## src/rtl/shifter_unit_pkg.sv

```systemverilog
// Shared op encodings for the ALU shifter unit.
package shifter_unit_pkg;

    typedef logic [1:0] shift_op_t;

    localparam shift_op_t SHIFT_OP_SLL = 2'b00;
    localparam shift_op_t SHIFT_OP_SRL = 2'b01;
    localparam shift_op_t SHIFT_OP_SRA = 2'b10;
    localparam shift_op_t SHIFT_OP_ROR = 2'b11;

endpackage

```

## src/rtl/shifter_core.sv

```systemverilog
// Combinational log2 barrel shifter: one mux stage per shift-amount bit,
// with op and fill bit supplied by the wrapper.
module shifter_core
    import shifter_unit_pkg::*;
#(
    parameter int DATA_WIDTH         = 8,
    parameter int SHIFT_AMOUNT_WIDTH = $clog2(DATA_WIDTH)
) (
    input  logic [DATA_WIDTH-1:0]         data_i,
    input  logic [SHIFT_AMOUNT_WIDTH-1:0] amount_i,
    input  shift_op_t                     op_i,
    input  logic                          fill_i,
    output logic [DATA_WIDTH-1:0]         result_o
);

    localparam logic [DATA_WIDTH-1:0] ONES = '1;

    logic [DATA_WIDTH-1:0] stage;
    logic [DATA_WIDTH-1:0] shl, shr, rot;

    // Stage k moves by 2**k; shifts of DATA_WIDTH or more naturally flush to
    // the fill value, and rotates use the distance modulo DATA_WIDTH.
    always_comb begin
        stage = data_i;
        shl   = '0;
        shr   = '0;
        rot   = '0;
        for (int k = 0; k < SHIFT_AMOUNT_WIDTH; k++) begin
            shl = stage << (1 << k);
            shr = (stage >> (1 << k)) | (fill_i ? ~(ONES >> (1 << k)) : '0);
            rot = (stage >> ((1 << k) % DATA_WIDTH))
                | (stage << (DATA_WIDTH - ((1 << k) % DATA_WIDTH)));
            if (amount_i[k]) begin
                case (op_i)
                    SHIFT_OP_SLL: stage = shl;
                    SHIFT_OP_ROR: stage = rot;
                    default:      stage = shr;
                endcase
            end
        end
        result_o = stage;
    end

endmodule

```

## src/rtl/shifter_unit.sv

```systemverilog
// Registered barrel shifter (SLL/SRL/SRA, ROR when SHIFTER_ROTATE_EN is
// defined, otherwise op 11 yields zero). One-cycle latency, no backpressure.
module shifter_unit
    import shifter_unit_pkg::*;
#(
    parameter int DATA_WIDTH         = 8,
    parameter int SHIFT_AMOUNT_WIDTH = $clog2(DATA_WIDTH)
) (
    input  logic                          clk,
    input  logic                          rst,
    input  logic                          in_valid,
    input  logic [DATA_WIDTH-1:0]         data,
    input  logic [SHIFT_AMOUNT_WIDTH-1:0] shift_amount,
    input  shift_op_t                     shift_op,
    output logic                          out_valid,
    output logic [DATA_WIDTH-1:0]         result,
    output logic                          zero
);

`ifdef SHIFTER_ROTATE_EN
    localparam bit ROT_EN = 1'b1;
`else
    localparam bit ROT_EN = 1'b0;
`endif

    logic                  fill;
    logic [DATA_WIDTH-1:0] core_res;
    logic [DATA_WIDTH-1:0] result_d, result_q;
    logic                  zero_q;
    logic                  vld_q;

    assign fill = (shift_op == SHIFT_OP_SRA) & data[DATA_WIDTH-1];

    shifter_core #(
        .DATA_WIDTH        (DATA_WIDTH),
        .SHIFT_AMOUNT_WIDTH(SHIFT_AMOUNT_WIDTH)
    ) u_core (
        .data_i  (data),
        .amount_i(shift_amount),
        .op_i    (shift_op),
        .fill_i  (fill),
        .result_o(core_res)
    );

    always_comb begin
        result_d = core_res;
        if (!ROT_EN && shift_op == SHIFT_OP_ROR) result_d = '0;
    end

    // Result and zero only move on accepted ops; otherwise they hold.
    always_ff @(posedge clk) begin
        if (rst) begin
            result_q <= '0;
            zero_q   <= 1'b1;
            vld_q    <= 1'b0;
        end else begin
            vld_q <= in_valid;
            if (in_valid) begin
                result_q <= result_d;
                zero_q   <= (result_d == '0);
            end
        end
    end

    assign out_valid = vld_q;
    assign result    = result_q;
    assign zero      = zero_q;

endmodule

```

## config.mk

```make
export PLATFORM = sky130hd
export DESIGN_NAME = shifter_unit
export DESIGN_NICKNAME = d
export VERILOG_FILES = /design/src/rtl/shifter_unit_pkg.sv /design/src/rtl/shifter_core.sv /design/src/rtl/shifter_unit.sv
export SDC_FILE = /design/constraint.sdc
export NUM_CORES = 1
export LEC_CHECK = 0
export ABC_AREA = 0
export BUFFER_PORTS_ARGS = -buffer_cell sky130_fd_sc_hd__buf_2
export CAP_MARGIN = 5
export CORE_MARGIN = 5
export CORE_UTILIZATION = 25
export CTS_BUF_LIST = sky130_fd_sc_hd__clkbuf_2
export DETAILED_ROUTE_END_ITERATION = 7
export MAX_ROUTING_LAYER = met4
export PLACE_DENSITY = 0.54
export SETUP_SLACK_MARGIN = 0.2
export SLEW_MARGIN = 10
export SYNTH_ARGS = -nofsm -noshare
export SYNTH_HDL_FRONTEND = slang
export SYNTH_HIERARCHICAL = 1
export SYNTH_SLANG_ARGS = --single-unit
```

## constraint.sdc

```tcl
create_clock -name clk -period 3.84 [get_ports clk]
set_input_delay 0.192 -clock clk [delete_from_list [all_inputs] [get_ports clk]]
set_output_delay 0.192 -clock clk [all_outputs]
set_load 0.01 [all_outputs]
```

[Word level (Yosys, flattened, before mapping)]
Index checks and enable logic that the tools add are counted.
Word-level totals
  register bits: 10
  output and inout bits: 10
Operators by class
  reductions and logical operators: 2
  equality and inequality tests: 2
  bitwise gates (word level): 6
  multiplexer cells: 10
Operator list (count)
  8-bit 2-to-1 mux: 8
  8-bit one-hot mux with 2 select lines: 2
  6-bit by 8-bit bitwise OR with 8-bit output: 2
  7-bit by 8-bit bitwise OR with 8-bit output: 2
  8-bit logical NOT: 1
  4-bit by 8-bit bitwise OR with 8-bit output: 1
  2-bit equality test, second input constant: 2
  2-bit logical NOT: 1
  1-bit AND: 1

[Longest topological paths before layout]
  word-level depth: 14
  gate-level depth with buffers: 11
  depth with buffers taken out: 10

[Modules after synthesis]
The synthesis kept the hierarchy.
By module, submodules not included
  shifter_core: instances 1, area each 651.9 um^2, cells each 100
  shifter_unit: instances 1, area each 407.9 um^2, cells each 45

[Least setup slack after synthesis]
No wires, ideal clock.
  kind: input to register
  from: input shift_op[0]
  to: register zero_q, in the netlist zero
  setup time: 74 ps
  slack: 1768 ps
  data arrival time: 1998 ps
  stages: 11
  required time: 3766 ps
  path buffers: 1
  cells stage by stage: inv_1 ha_1 buf_6 or2_4 a31o_1 mux2i_1 o21ai_1 a21o_1 nor4_2 nand2_1 a31oi_1
Between the ends
  elaborated cells between the ends (all ways): 19
  classes of those cells: 2 x eq/ne; 10 x mux; 5 x bitwise; 2 x reduce/logical
RTL lines
  start, declared: line shifter_unit.sv:14  | input shift_op_t shift_op,
  2-bit equality test or 2-bit logical NOT (tied branches): line shifter_core.sv:34  | case (op_i)
  8-bit one-hot mux with 2 select lines: line shifter_core.sv:34
  8-bit 2-to-1 mux: line shifter_core.sv:33  | if (amount_i[k]) begin
  6-bit by 8-bit bitwise OR with 8-bit output, on equally long branches: line shifter_core.sv:30, shifter_core.sv:32
  8-bit one-hot mux with 2 select lines: line shifter_core.sv:34
  8-bit 2-to-1 mux: line shifter_core.sv:33
  8-bit 2-to-1 mux
  8-bit 2-to-1 mux (*): line shifter_core.sv:33
  net core_res[4]: line shifter_unit.sv:27  | logic [DATA_WIDTH-1:0] core_res;
  8-bit 2-to-1 mux (*): line shifter_unit.sv:47  | if (!ROT_EN && shift_op == SHIFT_OP_ROR) result_d = '0;
  8-bit logical NOT (*): line shifter_unit.sv:60  | zero_q <= (result_d == '0);
  end signal, assigned: line shifter_unit.sv:60
  end, declared: line shifter_unit.sv:29  | logic zero_q;
The timed path passes the listed nets; every way through them passes the cells marked *.
A chain may end at the register's enable or synchronous reset.

[Worst setup path after layout]
Ends and elaborated chain as after synthesis.

==> flow_metrics.tcl <==
set metrics [dict create \
    status "complete, no violations" \
    cts_buffers 3 \
    syn_inst 145 \
    worstSetupEndpointType "flop" \
    dpl.hpwl_um 2240 \
    dieArea_um2 5640 \
    swShare_pct 38.3 \
    tritoncts "built" \
    synthXorXnorAreaFrac_pct 0 \
    vias 1110 \
    synth_compound_area_share_pct 36.6 \
    fill_cells 475 \
    gp_congestion 0.901 \
    synth_warnings 6 \
    grt_use_met2_pct 14.4 \
    critPathLaunchType "primary input" \
    max_freq_mhz 436 \
    switchingPower_mw 0.114 \
    antenna_found_initial 0 \
    hold_path_end "result[1]" \
    synth_seq_cells 10 \
    slew_headroom_pct 68.4 \
    h-tree-depth 1 \
    hold_viol 0 \
    pwr-share-clk_pct 18.8 \
    die_w_um 75.1 \
    holdPathStages 2 \
    nets 182 \
    final_cell_mix "buf_2 (25), nor2_1 (21), nor2b_1 (11), a21oi_1 (11), dfxtp_1 (10)" \
    leakagePower_nw 0.503 \
    crit_chain "buf_2 -> inv_1 -> ha_1 -> or2_4 -> a31o_1 -> mux2i_1 -> o21ai_1 -> a21o_1 -> nor4_2 -> nand2_1 -> a31oi_1" \
    viasPerCell 5.26 \
    post-route-drc-count 0 \
    syn_to_final_growth_pct 13.0 \
    core_um2 4060 \
    peakVddDrop_v 0.000112 \
    regToRegSetupSlack_ns 3.12 \
    io_buffers 25 \
    syn_nets 164 \
    powerDensity_nw_per_um2 249 \
    cpMaxStageDelayCell "ha_1" \
    hold_path.class "in2reg" \
    cts_setup_buffers 0 \
    seq_area_um2 200 \
    grt_overflow_total 0 \
    grt_pass1_vias 977 \
    synthDistinctLibCells 42 \
    required_ns 4.03 \
    ys.flop_type "dfxtp_1" \
    holdBufCountCts 0 \
    postLayoutCoreUtil_pct 29.5 \
    grt.total_usage_pct 10.7 \
    wl_per_cell_um 13.6 \
    start_util_pct 26.1 \
    die_h_um 75.1 \
    first_pass_iters 4 \
    clkTransAtPathRegs_ns 0.10 \
    clkLatencyLatePin_ns 0.25 \
    pwr-share-comb_pct 43.5 \
    crit_arrival_ns 2.48 \
    critPathBufInv 2 \
    cp_max_fo 20 \
    r2r_cells 3 \
    synth_edf_count 0 \
    grt_pass1_wl_um 4630 \
    syn-mean-instance-area_um2 7.31 \
    use_met1_pct 15.7 \
    synth_top_family_by_area "compound AO/OA/AOI/OAI gates" \
    rr_endpoint "result[6]" \
    multi_input_area_um2 761 \
    synth-simple-area-share_pct 30.7 \
    final_common_cell "buf_2" \
    setup_violations 0 \
    dr.first_iter.drc_count 45 \
    ant_nets 0 \
    total_power_mw 0.298 \
    worstSetupPathType "in2reg" \
    drive_gt1_share_pct 21.7 \
    min_period_ns 2.29 \
    setup_slack_ns 1.55 \
    rsz0062_at_grt "no" \
    internal_power_mw 0.184 \
    hp-start "rst" \
    clockBufferDepth 2 \
    ys_async_sr_fraction_pct 0 \
    cts-root-buf "clkbuf_2" \
    diodes 0 \
    slowest_delay_ns 0.49 \
    critPathTopFamily "compound AO/OA/AOI/OAI gates" \
    grt_most_used_layer "met1" \
    tightest_slew_ns 0.474 \
    use_met3_pct 3.07 \
    finClkSkew_ns 0 \
    placementRows 23 \
    cts_resized 0 \
    grt_max_degree 28 \
    dp_slack_ns 1.29 \
    fin_crit_sh_pct 59.7 \
    io_pins 26 \
    drv_slew 0 \
    yosysSeqAreaShare_pct 18.9 \
    seq_power_share_pct 37.7 \
    finalSetupTns_ns 0 \
    r2r-start "result[6]" \
    synth_mux_area_share_pct 0.945 \
    synth_area_um2 1060 \
    cts_sinks 10 \
    wirelength_um 2870 \
    synthAdderAreaFrac_pct 3.54 \
    max-cap-violations 0 \
]
## cell families (layout without fill, tap and decap cells)
logic type / count (synthesis) / in the layout
and+or+nand+nor: 57 / 57
adders and majority gates: 3 / 3
buffers and inverters: 21 / 37
AOI/OAI and AO/OA: 53 / 53
DFF: 10 / 10
muxes: 1 / 1
## routing by layer
metal  up-vias  share of wire (%)
li1        569                  -
met1       507                 51
met2        32                 43
met3         2                4.8
met4         0               0.63
met5         -                  0
## Yosys cell counts (2+ instances only)
master	instances	area, um^2
nand2b_1	2	12.5
nor2b_1	11	68.8
a311oi_1	9	78.8
ha_1	3	37.5
nor2_1	21	78.8
nor3_1	2	10.0
o22ai_1	4	25.0
inv_1	8	30.0
clkbuf_1	2	7.51
a2bb2oi_1	3	26.3
buf_2	7	35.0
nor4_2	2	25.0
a31oi_1	5	31.3
a21oi_1	11	55.1
a311o_1	2	20.0
dfxtp_1	10	200
o21ai_1	4	20.0
nand2_1	7	26.3
nand3b_1	7	52.6
o21ai_0	3	15.0
## flip-flops by register name, indices dropped and copies added (netlist names)
| name | count |
|---|---|
| out_valid | 1 |
| zero | 1 |
| result | 8 |
## how the worst max path moves through the flow
stage | start | endpoint | depth (start not counted)
after floorplan | shift_op[0] | zero | 11
after global placement | shift_op[0] | zero | 11
after detailed placement | shift_op[0] | zero | 11
after CTS | shift_op[0] | zero | 11
after global routing | shift_op[0] | zero | 11
final | shift_op[0] | zero | 11
## worst reg2reg max path, stage by stage, from the launching register on
cell     delay [ns]
dfxtp_1        0.32
nor2b_1        0.12
a21oi_1        0.12
nor2_1         0.05
## stage by stage
step | cells | cell area [um^2] | hold WS, ns
detailed placement | 208 | 1180 | 0.504
global placement | 208 | 1180 | 0.508
finish | 211 | 1200 | 0.240
global route | 211 | 1200 | 0.235
CTS | 211 | 1200 | 0.238
floorplan | 145 | 1060 | 0.264
## power groups by stage
stage / registers [mW] / clock network, mW / logic (mW)
finish: 0.113 / 0.0560 / 0.130
global route: 0.113 / 0.0638 / 0.144
floorplan: 0.118 / 0 / 0.0939
detailed placement: 0.115 / 0 / 0.129
global placement: 0.115 / 0 / 0.130
CTS: 0.113 / 0.0566 / 0.130
## final cells by class
type / count / share of cell area (%)
multi-input cells: 114 / 63.5
repair buffers: 25 / 10.4
inverters: 9 / 2.82
clock buffers: 3 / 1.25
flip-flops and latches: 10 / 16.7
well taps: 50 / 5.22
Power figures use the tool's default switching activity.
